File: src/rtl/spi_master_arbiter.sv
// Round-robin arbiter and transaction sequencer sharing one spi_master among
// NUM_REQ clients. All outputs are registered.
//
// state       | meaning
// ------------+-------------------------------------------------------------
// IDLE        | arbitrate; latch winner's grant, mode, divider and TX word
// SETUP       | one cycle for the master's sclk idle level to settle
// GO          | m_go high for exactly this cycle
// WAIT_BUSY   | wait for m_busy rise, bounded by BUSY_TIMEOUT cycles
// XFER        | wait for m_busy fall
// DRAIN       | one cycle, then capture m_datao into rsp_data
// RESP        | rsp_valid = gnt, rsp_err = timeout flag; release grant
module spi_master_arbiter #(
    parameter int NUM_REQ           = 4,
    parameter int DATA_WIDTH        = 8,
    parameter int CLK_DIVIDER_WIDTH = 4,
    parameter int BUSY_TIMEOUT      = 15
) (
    input  logic                                 clk,
    input  logic                                 resetb,
    input  logic [NUM_REQ-1:0]                   req,
    input  logic [NUM_REQ*DATA_WIDTH-1:0]        req_data,
    input  logic [NUM_REQ-1:0]                   req_cpol,
    input  logic [NUM_REQ-1:0]                   req_cpha,
    input  logic [NUM_REQ*CLK_DIVIDER_WIDTH-1:0] req_clk_divider,
    output logic [NUM_REQ-1:0]                   gnt,
    output logic [NUM_REQ-1:0]                   rsp_valid,
    output logic [DATA_WIDTH-1:0]                rsp_data,
    output logic                                 rsp_err,
    output logic [NUM_REQ-1:0]                   ss_sel,
    output logic                                 m_go,
    output logic [DATA_WIDTH-1:0]                m_datai,
    output logic                                 m_cpol,
    output logic                                 m_cpha,
    output logic [CLK_DIVIDER_WIDTH-1:0]         m_clk_divider,
    input  logic                                 m_busy,
    input  logic [DATA_WIDTH-1:0]                m_datao
);

    localparam int IW = (NUM_REQ > 1) ? $clog2(NUM_REQ) : 1;
    localparam int CW = $clog2(BUSY_TIMEOUT + 1);

    typedef enum logic [2:0] {
        S_IDLE, S_SETUP, S_GO, S_WAIT_BUSY, S_XFER, S_DRAIN, S_RESP
    } state_t;

    state_t state, next_state;

    logic [IW-1:0]                last, last_d, win_idx;
    logic                         win_vld;
    logic [NUM_REQ-1:0]           win_onehot;
    logic [DATA_WIDTH-1:0]        win_data;
    logic                         win_cpol, win_cpha;
    logic [CLK_DIVIDER_WIDTH-1:0] win_div;
    logic [CW-1:0]                busy_cnt, busy_cnt_d;
    logic                         timeout;

    logic [NUM_REQ-1:0]           gnt_d, rsp_valid_d;
    logic [DATA_WIDTH-1:0]        rsp_data_d, m_datai_d;
    logic                         rsp_err_d, m_go_d, m_cpol_d, m_cpha_d;
    logic [CLK_DIVIDER_WIDTH-1:0] m_clk_divider_d;

    // Search upward from last+1 with wrap-around; first set request wins.
    always_comb begin
        win_vld = 1'b0;
        win_idx = last;
        for (int k = 1; k <= NUM_REQ; k++) begin
            for (int i = 0; i < NUM_REQ; i++) begin
                if (!win_vld && req[i] && (i == (int'(last) + k) % NUM_REQ)) begin
                    win_vld = 1'b1;
                    win_idx = IW'(i);
                end
            end
        end
    end

    always_comb begin
        win_onehot = '0;
        win_data   = '0;
        win_cpol   = 1'b0;
        win_cpha   = 1'b0;
        win_div    = '0;
        for (int i = 0; i < NUM_REQ; i++) begin
            if (win_idx == IW'(i)) begin
                win_onehot[i] = 1'b1;
                win_data      = req_data[i*DATA_WIDTH +: DATA_WIDTH];
                win_cpol      = req_cpol[i];
                win_cpha      = req_cpha[i];
                win_div       = req_clk_divider[i*CLK_DIVIDER_WIDTH +: CLK_DIVIDER_WIDTH];
            end
        end
    end

    assign timeout = (state == S_WAIT_BUSY) && !m_busy && (busy_cnt == '0);

    always_ff @(posedge clk or negedge resetb) begin
        if (!resetb) state <= S_IDLE;
        else         state <= next_state;
    end

    always_comb begin
        next_state = state;
        case (state)
            S_IDLE:      if (win_vld) next_state = S_SETUP;
            S_SETUP:     next_state = S_GO;
            S_GO:        next_state = S_WAIT_BUSY;
            S_WAIT_BUSY: if (m_busy) next_state = S_XFER;
                         else if (timeout) next_state = S_RESP;
            S_XFER:      if (!m_busy) next_state = S_DRAIN;
            S_DRAIN:     next_state = S_RESP;
            S_RESP:      next_state = S_IDLE;
            default:     next_state = S_IDLE;
        endcase
    end

    // Next values for the registered outputs; rsp_err doubles as the error flag.
    always_comb begin
        gnt_d           = gnt;
        last_d          = last;
        m_datai_d       = m_datai;
        m_cpol_d        = m_cpol;
        m_cpha_d        = m_cpha;
        m_clk_divider_d = m_clk_divider;
        rsp_data_d      = rsp_data;
        rsp_err_d       = rsp_err;
        busy_cnt_d      = '0;
        m_go_d          = (next_state == S_GO);
        rsp_valid_d     = (next_state == S_RESP) ? gnt : '0;
        case (state)
            S_IDLE: begin
                if (win_vld) begin
                    gnt_d           = win_onehot;
                    last_d          = win_idx;
                    m_datai_d       = win_data;
                    m_cpol_d        = win_cpol;
                    m_cpha_d        = win_cpha;
                    m_clk_divider_d = win_div;
                end
            end
            S_GO:        busy_cnt_d = CW'(BUSY_TIMEOUT - 1);
            S_WAIT_BUSY: begin
                if (timeout)                rsp_err_d  = 1'b1;
                else if (busy_cnt != '0)    busy_cnt_d = busy_cnt - 1'b1;
            end
            S_DRAIN:     rsp_data_d = m_datao;
            S_RESP: begin
                gnt_d     = '0;
                rsp_err_d = 1'b0;
            end
            default: ;
        endcase
    end

    always_ff @(posedge clk or negedge resetb) begin
        if (!resetb) begin
            gnt           <= '0;
            ss_sel        <= '0;
            rsp_valid     <= '0;
            rsp_data      <= '0;
            rsp_err       <= 1'b0;
            m_go          <= 1'b0;
            m_datai       <= '0;
            m_cpol        <= 1'b0;
            m_cpha        <= 1'b0;
            m_clk_divider <= '0;
            last          <= IW'(NUM_REQ - 1);
            busy_cnt      <= '0;
        end else begin
            gnt           <= gnt_d;
            ss_sel        <= gnt_d;
            rsp_valid     <= rsp_valid_d;
            rsp_data      <= rsp_data_d;
            rsp_err       <= rsp_err_d;
            m_go          <= m_go_d;
            m_datai       <= m_datai_d;
            m_cpol        <= m_cpol_d;
            m_cpha        <= m_cpha_d;
            m_clk_divider <= m_clk_divider_d;
            last          <= last_d;
            busy_cnt      <= busy_cnt_d;
        end
    end

endmodule

File: config.mk
export PLATFORM = sky130hd
export DESIGN_NAME = spi_master_arbiter
export DESIGN_NICKNAME = d
export VERILOG_FILES = /design/src/rtl/spi_master_arbiter.sv
export SDC_FILE = /design/constraint.sdc
export NUM_CORES = 1
export LEC_CHECK = 0
export ABC_AREA = 1
export ABC_CLOCK_PERIOD_IN_PS = 5450
export BUFFER_PORTS_ARGS = -buffer_cell sky130_fd_sc_hd__clkbuf_2
export CELL_PAD_IN_SITES_DETAIL_PLACEMENT = 2
export CELL_PAD_IN_SITES_GLOBAL_PLACEMENT = 2
export CORE_ASPECT_RATIO = 0.9
export CORE_UTILIZATION = 28
export DETAILED_ROUTE_END_ITERATION = 16
export PLACE_DENSITY = 0.92
export SLEW_MARGIN = 40
export SYNTH_ARGS = -nofsm -noshare
export SYNTH_HDL_FRONTEND = slang
export SYNTH_SLANG_ARGS = --single-unit
File: constraint.sdc
create_clock -name clk -period 5.45 [get_ports clk]
set_clock_uncertainty 0.2 [all_clocks]
set_input_delay 0.545 -clock clk [delete_from_list [all_inputs] [get_ports clk]]
set_output_delay 0.545 -clock clk [all_outputs]
set_load 0.01 [all_outputs]
==> results.yml <==
run_status:
  status: "finished clean"
timing:
  relSlewSlack: 0.4620
  fin_crit_sh: 0.7076
  fin_crit_ns: 3.857
  timing.fmax_ghz: 0.2593
  tightest_slew_ns: 0.8050
  tns_ns: 0
  hold_viol: 0
  rsz0062_at_grt: "false"
  slew_viol_final: 0
  setup_violations: 0
pwr:
  power_mw: 2.061
  cell_internal_pwr_mw: 0.9825
  pwr-share-clk: 0.120
  ir_drop_mv: 0.2064
  combPwrFrac: 0.620
  switching_share: 0.5233
  leakagePower_nw: 1.624
  power_switching_mw: 1.078
  powerDensity_mw_per_mm2: 651.6
  seqPwrFrac: 0.260
synth:
  yosysUniqueCellTypes: 32
  synth_nets: 383
  synth-seq-cells: 41
  seq_area_frac_synth: 0.4094
  synth-edff-count: 0
  ys_warn_count: 0
  synth_area_sq_mm: 0.002512
  synth-async-reset-ratio: 1.000
  syn_inst: 310
  ys.flop_type: "dfrtp_1"
  avgSynthCellArea_sq_um: 8.105
floorplan:
  initial_utilization: 0.2905
  coreArea_sq_mm: 0.008648
  die_w_um: 101.9
  rows: 32
  die-area_sq_mm: 0.009356
  die_h_um: 91.87
  io_pins: 107
setup_path:
  critical_path_class: "flip-flop to flip-flop"
  setup.worst_path.start_class: "flip-flop"
  crit_fanout: 31
  critPathRequiredTime_ns: 5.45
  arrival_ns: 3.86
  endpoint_kind: "flip-flop"
routing:
  routed_wl_um: 9062
  wire_per_inst_um: 17.46
  dr.pass1.iters: 4
  num_vias: 2647
  ant_nets: 0
  drt_iter0_drc: 47
  drc: 0
  vias_per_cell: 5.100
grt:
  grt_pass1_vias: 2877
  grt_max_degree: 42
  track_usage: 0.2056
  grt_pass1_wl_um: 14690
  overflow: 0
  antenna_found_initial: 0
cts:
  clk_pin_slew_ns: 0.09
  clock_latency_ns: 0.30
  clkSinkCount: 41
  cts_setup_buffers: 0
  cts_inserted_buffers: 5
  clockRootBuffer: "clkbuf_8"
  post_cts_resize_count: 0
  holdBufCountCts: 0
  cts_tree: "yes"
  htree_levels: 2
  clk_path_buf_depth: 2
layout:
  syn2layout_area_growth_pct: 25.90
  post-route-util: 0.3657
  nets: 473
  layout-drive-gt1-share: 0.3725
  final_common_cell: "clkbuf_2"
  layout_common_cells: "clkbuf_2 (105), nand2_1 (62), nand4_1 (48)"
  diodes: 0
placed_design:
  dp_hpwl_um: 6991
  finalWeightedCongestion: 0.8025
  place.port_buffers: 106
job:
  cap_viol_max_count: 0
worst_hold_path:
  holdCritPathClass: "primary input to asynchronous set/reset pin"
==> synth_stat cells (2+ instances only) <==
cell type	instances	area [sq um]
nor3_1	5	25.02
buf_4	8	60.06
o31ai_1	2	15.01
dfrtp_1	39	975.9
nand2_1	64	240.2
nor2_1	14	52.55
a21oi_1	2	10.01
inv_1	27	101.4
inv_2	4	15.01
dfstp_2	2	52.55
nand4_4	3	63.81
nand2_2	4	25.02
nand4_1	48	300.3
o21ai_0	9	45.04
mux2_2	8	90.09
nand3_1	36	180.2
ha_1	2	25.02
nand4_2	2	25.02
buf_2	13	65.06
nor2_2	6	37.54
==> kinds of logic after synthesis <==
group	Yosys count	share of synthesized area
buffers and inverters	54	0.1021
xor gates and xnor gates	1	0.003487
muxes	8	0.03586
AOI/OAI and AO/OA	16	0.03585
and+or+nand+nor	188	0.4034
adders and majority gates	2	0.009959
DFF	41	0.4094
==> sequential cells by signal, indices dropped and copies added (netlist names) <==
name / count
m_cpha: 1
m_go: 1
state: 3
rsp_err: 1
m_datai: 8
rsp_valid: 4
busy_cnt: 4
last: 2
m_clk_divider: 4
m_cpol: 1
ss_sel: 4
rsp_data: 8
==> final cells by class <==
| cell class | count | area (sq um) |
|---|---|---|
| Clock buffer | 5 | 68.82 |
| Clock inverter | 2 | 35.03 |
| Fill cell | 1045 | 5485 |
| Inverter | 31 | 116.4 |
| Multi-Input combinational cell | 215 | 1232 |
| Sequential cell | 41 | 1028 |
| Tap cell | 119 | 148.9 |
| Timing Repair Buffer | 106 | 533.0 |
==> final timing paths <==
check,cells after the start,endpoint,slack (ns),startpoint
worst max register to register,13,m_datai[7],1.59,last[0]
worst min-delay path,1,m_datai[0],0.07,resetb
worst min register to register,2,m_cpha,0.29,m_cpha
min in group clk,2,rsp_data[4],0.28,m_datao[4]
worst max-delay path,13,m_datai[7],1.59,last[0]
max in group asynchronous,1,ss_sel[2],4.55,resetb
==> power by group through the flow <==
stage	clock network [mW]	logic [mW]	registers, mW
2_1_floorplan	0	0.939	0.560
3_3_place_gp	0	1.21	0.534
3_5_place_dp	0	1.28	0.544
4_1_cts	0.253	1.29	0.539
5_1_grt	0.262	1.43	0.557
6_report	0.246	1.28	0.536
==> metrics by stage <==
| stage | setup WS (ns) | cells | hold WS (ns) | instance area, sq um |
|---|---|---|---|---|
| final | 1.593 | 519 | 0.06786 | 3163 |
| after global routing | 1.273 | 519 | 0.1232 | 3163 |
| after CTS | 1.598 | 519 | 0.09592 | 3161 |
| after detailed placement | 1.525 | 512 | 0.2718 | 3057 |
| after global placement | 1.624 | 512 | 0.2675 | 3052 |
| after floorplan | 3.051 | 310 | 0.04941 | 2512 |
==> critical path, stage by stage, from the launching register on <==
cell and delay [ns]:
dfstp_2 0.63, inv_1 0.08, nand3_1 0.10, nand2_2 0.08
nor2_4 0.16, nand4_4 0.11, nor3_4 0.22, nand4_2 0.66
nand2_2 0.79, inv_2 0.30, nand3_1 0.18, nand4_1 0.11
nand2_1 0.08, nand2_1 0.05
==> per-layer routing <==
layer  global-route usage  vias up  routed length, um
li1                     -     1244                  -
met1               0.2467     1320               3866
met2               0.3598       75               4566
met3              0.05259        8                519
met4              0.05714        0                110
met5                    0        -                  0
Power figures use the tool's default switching activity.
